$ cat src/rtl/paralelo_serial_idl_param.sv
// Parallel-to-serial transmitter: one bit per clk_32f cycle, idle-word insertion
// whenever no data word is accepted at a word boundary, and a post-reset idle preamble.
module paralelo_serial_idl_param #(
    parameter int unsigned WIDTH     = 8,
    parameter logic [31:0] IDLE_WORD = 32'h0000_00BC,
    parameter int unsigned MIN_IDLE  = 4,
    parameter bit          LSB_FIRST = 1'b0
) (
    input  logic             clk_32f,
    input  logic             reset,
    input  logic             active,
    input  logic             valid_in,
    input  logic [WIDTH-1:0] data_in,
    output logic             ready,
    output logic             data_out,
    output logic             IDL
);

    localparam int unsigned CNT_W  = $clog2(WIDTH);
    localparam int unsigned IDLE_W = (MIN_IDLE < 1) ? 1 : $clog2(MIN_IDLE + 1);
    localparam logic [WIDTH-1:0] IDLE_VAL = IDLE_WORD[WIDTH-1:0];

    logic [CNT_W-1:0]  r_bit_cnt;
    logic [IDLE_W-1:0] r_idle_cnt;
    logic [WIDTH-1:0]  r_shift;
    logic              r_data_out;
    logic              r_idl;

    logic              w_load;
    logic              w_idle_done;
    logic              w_ready;
    logic              w_take;
    logic [WIDTH-1:0]  w_src;
    logic [WIDTH-1:0]  w_shift_nxt;
    logic              w_bit_nxt;
    logic [CNT_W-1:0]  w_bit_cnt_nxt;
    logic [IDLE_W-1:0] w_idle_cnt_nxt;
    logic              w_idl_nxt;

    // Idle preamble is complete once MIN_IDLE idle words have been loaded.
    generate
        if (MIN_IDLE == 0) begin : g_no_preamble
            assign w_idle_done = 1'b1;
        end else begin : g_preamble
            assign w_idle_done = (r_idle_cnt >= IDLE_W'(MIN_IDLE));
        end
    endgenerate

    always_comb begin
        w_load         = (r_bit_cnt == '0);
        w_ready        = w_load & active & w_idle_done & ~reset;
        w_take         = w_ready & valid_in;
        w_src          = r_shift;
        w_shift_nxt    = r_shift;
        w_bit_nxt      = 1'b0;
        w_bit_cnt_nxt  = r_bit_cnt + CNT_W'(1);
        w_idle_cnt_nxt = r_idle_cnt;
        w_idl_nxt      = r_idl;

        if (r_bit_cnt == CNT_W'(WIDTH - 1)) begin
            w_bit_cnt_nxt = '0;
        end

        // At a word boundary the new word bypasses the shifter so its first bit goes out now.
        if (w_load) begin
            w_src     = w_take ? data_in : IDLE_VAL;
            w_idl_nxt = ~w_take;
            if (!w_take && !w_idle_done) begin
                w_idle_cnt_nxt = r_idle_cnt + IDLE_W'(1);
            end
        end

        if (LSB_FIRST) begin
            w_bit_nxt   = w_src[0];
            w_shift_nxt = w_src >> 1;
        end else begin
            w_bit_nxt   = w_src[WIDTH-1];
            w_shift_nxt = w_src << 1;
        end
    end

    always_ff @(posedge clk_32f) begin
        if (reset) begin
            r_bit_cnt  <= '0;
            r_idle_cnt <= '0;
            r_shift    <= '0;
            r_data_out <= 1'b0;
            r_idl      <= 1'b1;
        end else begin
            r_bit_cnt  <= w_bit_cnt_nxt;
            r_idle_cnt <= w_idle_cnt_nxt;
            r_shift    <= w_shift_nxt;
            r_data_out <= w_bit_nxt;
            r_idl      <= w_idl_nxt;
        end
    end

    assign ready    = w_ready;
    assign data_out = r_data_out;
    assign IDL      = r_idl;

endmodule
$ cat config.mk
export PLATFORM = sky130hd
export DESIGN_NAME = paralelo_serial_idl_param
export DESIGN_NICKNAME = d
export VERILOG_FILES = /design/src/rtl/paralelo_serial_idl_param.sv
export SDC_FILE = /design/constraint.sdc
export NUM_CORES = 1
export LEC_CHECK = 0
export CORE_MARGIN = 4
export CORE_UTILIZATION = 41
export DETAILED_ROUTE_END_ITERATION = 16
export GPL_TIMING_DRIVEN = 0
export PLACE_DENSITY = 0.71
export SETUP_SLACK_MARGIN = 0.05
export SYNTH_ARGS = -nofsm -noshare
export SYNTH_HDL_FRONTEND = slang
export SYNTH_SLANG_ARGS = --single-unit
$ cat constraint.sdc
create_clock -name clk_32f -period 1.1 [get_ports clk_32f]
set_input_delay 0.22 -clock clk_32f [delete_from_list [all_inputs] [get_ports clk_32f]]
set_output_delay 0.22 -clock clk_32f [all_outputs]
set_load 0.005 [all_outputs]
==> metrics.cfg <==
[status]
status=finished with violations
violations=setup timing

[sta]
slew_violations=0
setup-violations-final=16
finalHoldViolCount=0
grt_setup_unrepaired=yes
worstMarginPinSlew_ns=0.3141
skew_ns=0.006121
fin_crit_ns=1.316
fin_ws_ns=-0.2163
fmax_mhz=759.7
finalCritPeriodShare_pct=119.7
relSlewSlack_pct=79.06

[yosys]
yosysSeqAreaShare_pct=47.71
synth_nets=82
yosys_warnings=0
synth_cell_types=20
ys_seq_elements=15
avgSynthCellArea_um2=9.682
syn_area_um2=629.4
syn-instance-count=65

[critical_path]
worst_r2r_path_depth=7
slowest_delay_ns=0.38
reg2reg_slack_ns=-0.20
crit_path_frequent_cell=buf_2
crit_type=input pin to output port
setup.worst_path.end_class=output port
worstPathMaxFanout=10
crit_required_ns=0.88
cp_data_arrival_time_ns=1.10
crit_family=buffers and inverters
reg2reg_from=r_bit_cnt[1]
crit_slowest_cell=dlygate4sd2_1
cp-start-kind=input pin
cp_cell_sequence=dlygate4sd2_1, buf_2, nor3_2, buf_2
worst_r2r_endpoint=r_shift[7]
cp_num_buf_inv=3

[power_and_ir_drop]
combPwrFrac_pct=26.5
ir_drop_mv=0.7328
clkPwrFrac_pct=24.8
p_int_w=0.0009287
swShare_pct=28.28
total_switching_power_w=0.0003662
p_leak_nw=0.3889
power.total_w=0.001295
power_density_mw_per_mm2=1312
p_seq_share_pct=48.7

[global_route]
grt_max_degree=11
grt_pass1_wl_mm=2.173
grtUsageTotal_pct=14.17
grt_pass1_vias=483
overflow=0
antenna_found_initial=0

[cells_and_area]
nNetsFinal=107
area_growth_syn_to_layout_pct=56.86
drive_gt1_share_pct=47.19
diodes=0
fin_cells=104

[cts]
clock_sinks=15
cts_max_level=1
numCtsBuffers=3
cts_tree=built
clkLatencyLatePin_ns=0.28
root_buffer=clkbuf_4
cts_buffer_depth=2
clk_pin_slew_ns=0.09

[min_path]
hold_path_depth=2
worst_hold_path.endpoint=r_bit_cnt[2]
hp-class=input pin to register
hp-start=reset

[drt]
drc=0
wl_mm=1.416
wl_per_cell_um=13.62
drt_pass1_iterations=4
vias_per_cell=5.067
antenna_left=0
vias=527
drtIter0Drc=11

[die]
fp.dieH_um=47.18
coreArea_mm2=0.001366
ios=15
start_util_pct=46.06
die_x_um=47.18
rows=13
dieArea_mm2=0.002226

[place]
gp_congestion=0.7074
dp.final_hpwl_um=880.3
place_worst_setup_slack_ns=-0.8475
io_buffer_count=14
placed_cells=94

[flow_run]
drv_cap=0

==> area by class of cell <==
cell class	count	area [µm²]
timing repair buffer	21	200.2
sequential	15	306.5
fill	108	379.1
multi-input combinational	43	404.1
tap	15	18.77
inverter	4	15.01
buffer	2	16.27
clock buffer	4	26.28
==> worst reg2reg max path: stages, from the launching register on <==
cell,delay [ns]
dfxtp_2,0.33
inv_2,0.06
ha_4,0.15
nand2b_4,0.06
buf_4,0.14
buf_12,0.14
nor3_4,0.21
a22o_1,0.17
==> sequential cells by signal (all words and copies together) (netlist names) <==
| register | count |
|---|---|
| IDL | 1 |
| data_out | 1 |
| r_bit_cnt | 3 |
| r_idle_cnt | 3 |
| r_shift | 7 |
==> metal layers <==
metal  vias to the layer above  global-route usage (%)  part of all wire, %  routed length [µm]
met5                         -                       0                    0                   0
met4                         0                   6.630                  1.1                  15
met3                         4                   3.448                  5.1                  72
met2                        15                   21.95                   49                 700
met1                       246                   18.48                   44                 626
li1                        262                       -                    -                   -
==> stage by stage <==
| stage | util, % | instance area (µm²) | setup TNS, ns | hold slack [ns] |
|---|---|---|---|---|
| detailed placement | 59.34 | 810.8 | -4.029 | 0.4282 |
| global placement | 59.34 | 810.8 | -3.905 | 0.4199 |
| finish | 72.25 | 987.2 | -2.119 | 0.4440 |
| CTS | 67.77 | 925.9 | -0.9865 | 0.4384 |
| global route | 72.25 | 987.2 | -3.131 | 0.4499 |
| floorplan | - | 651.9 | 0 | 0.2887 |
==> cells by family (layout without fill, tap and decap cells) <==
kind of cell | count (synthesis) | in the layout | synth area share [%]
buffers and inverters | 7 | 31 | 6.162
xor gates and xnor gates | 1 | 1 | 1.392
AOI/OAI and AO/OA | 5 | 5 | 5.169
adders and majority gates | 5 | 5 | 9.940
and+or+nand+nor | 32 | 32 | 29.62
DFF | 15 | 15 | 47.71
==> power groups by stage <==
stage / registers, W / clock network, W / logic, W
2_1_floorplan: 0.000631 / 0 / 0.000158
3_3_place_gp: 0.000635 / 0 / 0.000235
3_5_place_dp: 0.000638 / 0 / 0.000240
4_1_cts: 0.000627 / 0.000340 / 0.000278
5_1_grt: 0.000637 / 0.000366 / 0.000376
6_report: 0.000631 / 0.000321 / 0.000343
==> cell usage after synthesis <==
cell,number,share of area (%)
dfxtp_1,15,48
nor3_1,13,10
nor2_1,9,5.4
ha_1,5,9.9
inv_1,4,2.4
a21oi_1,2,1.6
a22o_1,2,2.8
nand2_1,2,1.2
nor3b_1,2,2.4
and2_1,1,0.99
buf_2,1,0.79
buf_4,1,1.2
buf_6,1,1.8
nand2b_4,1,2.2
nand3_2,1,1.6
nor2b_1,1,0.99
nor3_4,1,2.6
nor3b_2,1,2.0
o21ai_0,1,0.79
xnor2_1,1,1.4
==> worst max path at each step <==
stage,startpoint,to,cells after the start
after floorplan,r_bit_cnt[1],r_shift[2],6
after global placement,reset,ready,4
after detailed placement,reset,ready,4
after CTS,r_bit_cnt[0],ready,5
after global routing,r_bit_cnt[1],ready,5
final,reset,ready,4
==> timing repair <==
item	4_1_cts	5_1_grt
pin swaps	5	10
hold buffers	0	0
setup buffers	5	2
endpoints found under the setup margin	17	17
gates resized for setup	28	13
==> cells in the final DEF, fill, tap and decap left out, types with 2 or more instances in the layout <==
master and instances:
dfxtp_1 10, clkdlybuf4s50_1 10, nor3_1 7, nor2_1 6, dfxtp_2 5, nor3_2 4, buf_6 4, buf_2 3
nor3_4 3, nor2_2 3, ha_4 3, clkbuf_4 3, buf_4 3, inv_1 2, nand2_1 2, inv_2 2
a22o_1 2, ha_1 2
Power figures use the tool's default switching activity.
